$ cat src/rtl/ex_mem_register.sv
// EX->MEM pipeline register.
// Captures the ALU result/zero flag and the EX control bundle, resolves
// branch-if-zero into a one-cycle taken pulse, drives MEM->EX forwarding
// selects and the load-use hazard flag, and counts valid instructions.
module ex_mem_register #(
  parameter int N  = 32,
  parameter int RW = 5
) (
  input  logic          CLK,
  input  logic          RST,
  input  logic          STALL,
  input  logic          FLUSH,
  input  logic          EX_VALID,
  input  logic [N-1:0]  EX_RESULT,
  input  logic          EX_Z,
  input  logic [N-1:0]  EX_STORE_DATA,
  input  logic [RW-1:0] EX_RD,
  input  logic          EX_REG_WE,
  input  logic          EX_MEM_RE,
  input  logic          EX_MEM_WE,
  input  logic          EX_BRANCH,
  input  logic [N-1:0]  EX_BR_TARGET,
  input  logic [RW-1:0] FWD_RS1,
  input  logic [RW-1:0] FWD_RS2,
  output logic          MEM_VALID,
  output logic [N-1:0]  MEM_RESULT,
  output logic          MEM_Z,
  output logic [N-1:0]  MEM_STORE_DATA,
  output logic [RW-1:0] MEM_RD,
  output logic          MEM_REG_WE,
  output logic          MEM_MEM_RE,
  output logic          MEM_MEM_WE,
  output logic          BR_TAKEN,
  output logic [N-1:0]  BR_TARGET,
  output logic          FWD_SEL_A,
  output logic          FWD_SEL_B,
  output logic          LOAD_USE,
  output logic [31:0]   RETIRED_COUNT
);

  // Stored MEM-stage bundle; a flushed bubble is the all-zero value.
  typedef struct packed {
    logic          valid;
    logic [N-1:0]  result;
    logic          z;
    logic [N-1:0]  store_data;
    logic [RW-1:0] rd;
    logic          reg_we;
    logic          mem_re;
    logic          mem_we;
  } stage_t;

  stage_t        stage;
  stage_t        stage_next;
  logic          capture;
  logic          br_taken;
  logic [N-1:0]  br_target;
  logic [31:0]   retired_count;
  logic          rd_nz;
  logic          hit_rs1;
  logic          hit_rs2;

  // A normal load happens only when neither flush nor stall is asserted.
  assign capture = ~FLUSH & ~STALL;

  // Build the captured bundle: control bits are squashed for an invalid
  // slot (data still flows), and writes to r0 are dropped here so every
  // downstream consumer sees a clean REG_WE.
  always_comb begin
    stage_next            = '0;
    stage_next.valid      = EX_VALID;
    stage_next.result     = EX_RESULT;
    stage_next.z          = EX_Z;
    stage_next.store_data = EX_STORE_DATA;
    stage_next.rd         = EX_RD;
    stage_next.reg_we     = EX_VALID & EX_REG_WE & (EX_RD != '0);
    stage_next.mem_re     = EX_VALID & EX_MEM_RE;
    stage_next.mem_we     = EX_VALID & EX_MEM_WE;
  end

  // MEM-stage bundle: flush wins over stall, stall holds, otherwise capture.
  always_ff @(posedge CLK or posedge RST) begin
    if (RST)          stage <= '0;
    else if (FLUSH)   stage <= '0;
    else if (!STALL)  stage <= stage_next;
  end

  // Branch resolution: taken pulse lasts exactly one capture edge; the
  // target register holds so it stays stable between branches.
  always_ff @(posedge CLK or posedge RST) begin
    if (RST) begin
      br_taken  <= 1'b0;
      br_target <= '0;
    end else begin
      br_taken <= capture & EX_VALID & EX_BRANCH & EX_Z;
      if (capture) br_target <= EX_BR_TARGET;
    end
  end

  // Retired counter: one per valid captured instruction, wraps naturally.
  always_ff @(posedge CLK or posedge RST) begin
    if (RST)                      retired_count <= '0;
    else if (capture && EX_VALID) retired_count <= retired_count + 32'd1;
  end

  // Hazard detection from registered state. Loads never forward (data is
  // not ready yet), so FWD_SEL and LOAD_USE are mutually exclusive.
  always_comb begin
    rd_nz     = stage.valid & stage.reg_we & (stage.rd != '0);
    hit_rs1   = rd_nz & (stage.rd == FWD_RS1);
    hit_rs2   = rd_nz & (stage.rd == FWD_RS2);
    FWD_SEL_A = hit_rs1 & ~stage.mem_re;
    FWD_SEL_B = hit_rs2 & ~stage.mem_re;
    LOAD_USE  = stage.mem_re & (hit_rs1 | hit_rs2);
  end

  assign MEM_VALID      = stage.valid;
  assign MEM_RESULT     = stage.result;
  assign MEM_Z          = stage.z;
  assign MEM_STORE_DATA = stage.store_data;
  assign MEM_RD         = stage.rd;
  assign MEM_REG_WE     = stage.reg_we;
  assign MEM_MEM_RE     = stage.mem_re;
  assign MEM_MEM_WE     = stage.mem_we;
  assign BR_TAKEN       = br_taken;
  assign BR_TARGET      = br_target;
  assign RETIRED_COUNT  = retired_count;

endmodule

$ cat config.mk
export PLATFORM = sky130hd
export DESIGN_NAME = ex_mem_register
export DESIGN_NICKNAME = d
export VERILOG_FILES = /design/src/rtl/ex_mem_register.sv
export SDC_FILE = /design/constraint.sdc
export NUM_CORES = 1
export LEC_CHECK = 0
export CAP_MARGIN = 25
export CORE_ASPECT_RATIO = 1.4
export CORE_MARGIN = 2
export CORE_UTILIZATION = 30
export DETAILED_ROUTE_END_ITERATION = 12
export PLACE_DENSITY = 0.66
export SYNTH_ARGS = -nofsm -noshare
export SYNTH_HDL_FRONTEND = slang
export SYNTH_SLANG_ARGS = --single-unit
$ cat constraint.sdc
create_clock -name CLK -period 4.75 [get_ports CLK]
set_input_delay 0.7125 -clock CLK [delete_from_list [all_inputs] [get_ports CLK]]
set_output_delay 0.7125 -clock CLK [all_outputs]
set_load 0.02 [all_outputs]
==> results.py, run 1 <==
metrics = {
    "setup_path": {
        "cp-start-kind": "input port",
        "r2r_cells": 4,
        "reg2reg_from": "RETIRED_COUNT[4]",
        "end_kind": "primary output",
        "ff2ff_setup_slack_ps": 2960,
        "worstPathMaxFanout": 2,
        "worst-setup-path-type": "input port to primary output",
        "crit_arrival_ps": 2450,
        "required_ps": 4040,
        "r2r_end": "RETIRED_COUNT[14]",
    },
    "floorplan": {
        "core-area_um2": 19220,
        "dieArea_um2": 20770,
        "rows": 60,
        "die-width_um": 122.4,
        "initial_utilization": 0.3063,
        "die_h_um": 169.7,
        "num_io_pins": 263,
    },
    "global_routing": {
        "grt_pass1_vias": 5143,
        "grt_use_total": 0.1661,
        "grt_max_degree": 78,
        "overflow": 0,
        "antenna_found_initial": 0,
        "grt_pass1_wl_um": 26630,
    },
    "timing": {
        "fin_tns_setup_ps": 0,
        "max_clock_freq_ghz": 0.3160,
        "tightestPinTransition_ps": 937.4,
        "fin_crit_ps": 3165,
        "finalSetupViolCount": 0,
        "fin_crit_sh": 0.6662,
        "max-slew-margin-rel": 0.3736,
        "slew_viol_final": 0,
        "final-hold-violation-count": 0,
        "rsz0062_at_grt": "false",
        "fin_skew_ps": 3.977,
    },
    "logic_synthesis": {
        "yosysUniqueCellTypes": 32,
        "synth_area_per_cell_um2": 12.34,
        "synth_area_leaders": "dfrtp_1, mux2i_1, mux2_2, nor2_1, xnor2_1",
        "syn_nets": 599,
        "synth-seq-cells": 139,
        "synthCells": 477,
        "synth.yosys.warnings": 0,
        "syn_area_um2": 5886,
        "synth_top_area_cell": "dfrtp_1",
        "synth_top_area_frac": 0.5910,
        "seq_area_frac_synth": 0.5910,
    },
    "detailed_routing": {
        "avgViaCountPerCell": 4.651,
        "antenna_left": 0,
        "drtPass1Iterations": 4,
        "post-route-drc-count": 0,
        "drtIter0Drc": 271,
        "totalWireLength_um": 16890,
        "wl_per_cell_um": 16.84,
        "vias": 4665,
    },
    "cells_and_area": {
        "layout.nets": 864,
        "antenna_cells": 0,
        "final_core_util": 0.4887,
        "nFillCells": 1800,
        "syn_to_final_growth_pct": 59.59,
        "drive_above_1_share": 0.1060,
        "instances_no_fill": 1003,
        "final_common_cell": "clkdlybuf4s50_1",
        "final_area_um2": 9393,
        "layout_common_cells": "clkdlybuf4s50_1, dfrtp_1, nor2_1",
    },
    "power_and_ir_drop": {
        "p_switching_mw": 0.9177,
        "sw_frac_of_total": 0.2717,
        "ir_drop_v": 0.0002477,
        "p_leak_nw": 4.107,
        "p_comb_frac": 0.189,
        "clkPwrFrac": 0.408,
        "power_density_nw_per_um2": 359.6,
        "internal_power_mw": 2.460,
        "seqPwrFrac": 0.403,
    },
    "clock_tree": {
        "clkLatencyLatePin_ps": 410,
        "cts_resized": 0,
        "path_clk_slew_ps": 60,
        "cts-buffers-inserted": 17,
        "cts_hold_buf": 0,
        "post_cts_buffers": 0,
        "cts-root-buf": "clkbuf_16",
        "tritoncts": "yes",
        "clk_path_buf_depth": 2,
        "cts.sinks": 139,
        "htree_levels": 4,
    },
    "placement": {
        "hpwl_um": 12740,
        "place_inst": 971,
        "portBuffers": 262,
        "gp_congestion": 0.8526,
        "place_area_um2": 8778,
    },
    "run": {
        "cap_viol_max_count": 0,
    },
    "min_path": {
        "whs_endpoint": "RETIRED_COUNT[31]",
        "hold_path_depth": 1,
        "hold_class": "flip-flop to flip-flop",
        "min_from": "RETIRED_COUNT[31]",
    },
    "status": {
        "status": "finished clean",
    },
}
-- critical path, stage by stage --
cell and delay [ps]:
clkdlybuf4s50_1 420, xor2_1 150, nor3_1 200, nand4_1 140
a21boi_0 190, clkdlybuf4s50_1 630
-- registers in the layout, summed over array words and instances (netlist names) --
signal and cells:
MEM_STORE_DATA 32, MEM_RESULT 32, BR_TAKEN 1, MEM_REG_WE 1
MEM_VALID 1, BR_TARGET 32, MEM_Z 1, MEM_MEM_WE 1
MEM_RD 5, RETIRED_COUNT 32, MEM_MEM_RE 1
-- cell usage after synthesis (all sizes together) --
cell type  number
nor2           88
nand4          15
mux2i          71
o311a           1
mux2           33
and3            3
nor4            6
nand3b          1
xnor2          31
a21boi          1
inv             5
or4             1
and4bb          1
clkbuf          8
nand3          13
xor2           10
nand4bb         1
ha              1
nor3            6
and2            2
a21oi           3
buf            12
nand2          22
or3             1
o21ai           1
or2             1
dfrtp         139
-- logic make-up after synthesis --
group / count (synthesis) / share of synthesized area
AOI/OAI and AO/OA: 6 / 0.006377
and+or+nand+nor: 161 / 0.1363
buffers and inverters: 25 / 0.01935
adders and majority gates: 1 / 0.002126
DFF: 139 / 0.5910
muxes: 104 / 0.1839
xor gates and xnor gates: 41 / 0.06101
-- worst max path at each step --
stage | startpoint | to | slack, ps | depth (start not counted)
5_1_grt | FWD_RS2[3] | LOAD_USE | 1490 | 6
3_5_place_dp | FWD_RS1[1] | LOAD_USE | 1590 | 6
4_1_cts | FWD_RS1[1] | LOAD_USE | 1590 | 6
6_report | FWD_RS1[1] | LOAD_USE | 1590 | 6
2_1_floorplan | RST | BR_TAKEN | 310 | 1
3_3_place_gp | FWD_RS2[3] | LOAD_USE | 1650 | 6
-- through the flow --
stage	hold slack, ps	setup slack [ps]	total power, mW
floorplan	581.8	313.0	1.665
global placement	466.7	1646	2.010
detailed placement	468.8	1593	2.027
CTS	476.8	1593	3.423
global route	518.2	1490	3.529
finish	467.2	1585	3.377
-- metal layers --
metal	GRT usage	wire, um	vias up
li1	-	-	2151
met1	0.1709	6113	2309
met2	0.2978	8985	177
met3	0.06250	1357	28
met4	0.06947	438	0
met5	0	0	-
-- cell type report --
type,count,area (um2),area share
Multi-Input combinational cell,313,2301,0.2450
Sequential cell,139,3478,0.3703
Clock buffer,18,429.2,0.04569
Timing Repair Buffer,266,2665,0.2837
Tap cell,248,310.3,0.03304
Inverter,5,23.77,0.002531
Clock inverter,14,185.2,0.01971
-- power by group through the flow --
stage	clock, mW	combinational, mW	sequential (mW)
after global routing	1.47	0.682	1.37
after CTS	1.41	0.649	1.36
after floorplan	0	0.183	1.48
after global placement	0	0.635	1.38
after detailed placement	0	0.647	1.38
final	1.38	0.638	1.36
No activity file was read; power rests on OpenSTA's default activity.
==> run 2: changes to the inputs <==
Clock period 4.75 ns to 3.15 ns, I/O delays scaled along.
==> run 2 against run 1 <==
Global-route usage rose by 0.11 points. Via count rose by 0.84%. Critical path depth fell by 1. Combinational power rose by 51%. Routed wire length rose by 0.44%. Final area rose by 0.23%. Die area did not move. Critical endpoint unchanged. Largest cell class unchanged.
==> results.py, run 2 (synthesized netlist as in run 1, its figures left out) <==
metrics = {
    "status": {
        "status": "finished clean",
    },
    "cells_and_area": {
        "layout.nets": 866,
        "syn_to_final_growth_pct": 59.95,
        "nFillCells": 1801,
        "drive_above_1_share": 0.1083,
        "final_core_util": 0.4898,
        "final_common_cell": "clkdlybuf4s50_1",
        "layout_common_cells": "clkdlybuf4s50_1, dfrtp_1, nor2_1",
        "instances_no_fill": 1006,
    },
    "global_routing": {
        "antenna_found_initial": 2,
        "grt_use_total": 0.1672,
        "grt_pass1_wl_um": 26860,
        "grt_pass1_vias": 5003,
        "grt_max_degree": 69,
        "overflow": 0,
    },
    "floorplan": {
        "rows": 60,
        "die-width_um": 122.4,
        "core-area_um2": 19220,
        "num_io_pins": 263,
        "dieArea_um2": 20770,
        "initial_utilization": 0.3063,
        "die_h_um": 169.7,
    },
    "detailed_routing": {
        "met2_length_um": 9129,
        "antenna_left": 0,
        "avgViaCountPerCell": 4.676,
        "totalWireLength_um": 16970,
        "drtIter0Drc": 216,
        "top_layer": "met5",
        "post-route-drc-count": 0,
        "vias": 4704,
        "drtPass1Iterations": 4,
        "wl_met1_um": 6006,
        "wl_per_cell_um": 16.87,
        "route.met3.wl_um": 1371,
    },
    "timing": {
        "fin_crit_sh": 0.8920,
        "max-slew-margin-rel": 0.4177,
        "tightestPinTransition_ps": 873.4,
        "max_clock_freq_ghz": 0.3559,
        "fin_tns_setup_ps": 0,
        "rsz0062_at_grt": "false",
        "final-hold-violation-count": 0,
        "finalSetupViolCount": 0,
        "fin_crit_ps": 2810,
        "slew_viol_final": 0,
        "fin_skew_ps": 18.03,
        "hold_ws_ps": 410.0,
    },
    "setup_path": {
        "required_ps": 2680,
        "slowest_delay_ps": 540,
        "crit_arrival_ps": 2340,
        "worst-setup-path-type": "flip-flop to primary output",
        "cp_cell_sequence": "or3_1 > o311a_1 > nand4_1 > a21boi_0 > clkdlybuf4s50_1",
        "end_kind": "primary output",
        "slowest_stage": "clkdlybuf4s50_1",
        "worstPathMaxFanout": 5,
        "cp-start-kind": "flip-flop",
    },
    "power_and_ir_drop": {
        "finalPower_mw": 5.113,
        "power_density_nw_per_um2": 543.2,
        "p_leak_nw": 4.114,
        "ir_drop_v": 0.0003267,
    },
    "clock_tree": {
        "tritoncts": "yes",
        "cts-buffers-inserted": 17,
        "post_cts_buffers": 0,
        "htree_levels": 4,
        "clkLatencyLatePin_ps": 420,
        "cts.sinks": 139,
        "clk_path_buf_depth": 2,
        "cts_hold_buf": 0,
        "cts-root-buf": "clkbuf_16",
        "cts_resized": 0,
        "path_clk_slew_ps": 70,
    },
    "placement": {
        "place_inst": 973,
        "hpwl_um": 12760,
        "gp_congestion": 0.8046,
        "portBuffers": 262,
    },
    "run": {
        "cap_viol_max_count": 0,
    },
    "min_path": {
        "hold_class": "input port to asynchronous set/reset pin",
    },
}
## run 2: report_power, final
| group | internal, mW | leakage, nW | switching [mW] |
|---|---|---|---|
| logic | 0.519 | 2.02 | 0.446 |
| clock network | 1.27 | 0.290 | 0.831 |
| registers | 1.93 | 1.81 | 0.124 |
## run 2: worst paths after layout
check	startpoint	end	slack (ps)	depth (start not counted)
max in group asynchronous	RST	RETIRED_COUNT[24]	2020	3
min in group CLK	RETIRED_COUNT[31]	RETIRED_COUNT[31]	480	1
worst max register to register	RETIRED_COUNT[5]	RETIRED_COUNT[31]	1370	4
worst min-delay path	RST	BR_TARGET[29]	410	2
worst max-delay path	MEM_RD[0]	LOAD_USE	340	5
worst min register to register	RETIRED_COUNT[31]	RETIRED_COUNT[31]	480	1
## run 2: worst max-delay path: cells and delay by family (launching register included)
kind / cells / cell delay (ps)
flops: 1 / 460
compound gates: 2 / 420
simple gates: 2 / 490
buf+inv: 1 / 540
## run 2: layout make-up
class / count / area [um2] / share of cell area
Inverter: 5 / 22.52 / 0.002392
Tap cell: 248 / 310.3 / 0.03296
Antenna cell: 1 / 2.502 / 0.0002658
Sequential cell: 139 / 3478 / 0.3695
Clock buffer: 18 / 429.2 / 0.04559
Multi-Input combinational cell: 313 / 2301 / 0.2444
Timing Repair Buffer: 268 / 2685 / 0.2852
Clock inverter: 14 / 185.2 / 0.01967
## run 2: per-layer routing
layer  GRT usage  up-vias
li1            -     2153
met1      0.1791     2334
met2      0.2959      184
met3     0.05948       31
met4     0.06697        2
met5           0        -
## run 2: stage by stage
stage                     area (um2)  setup WS [ps]
after floorplan                 5889          942.4
after global placement          8797          510.5
after detailed placement        8797          477.6
after CTS                       9412          311.6
after global routing            9414          247.3
final                           9414          340.2
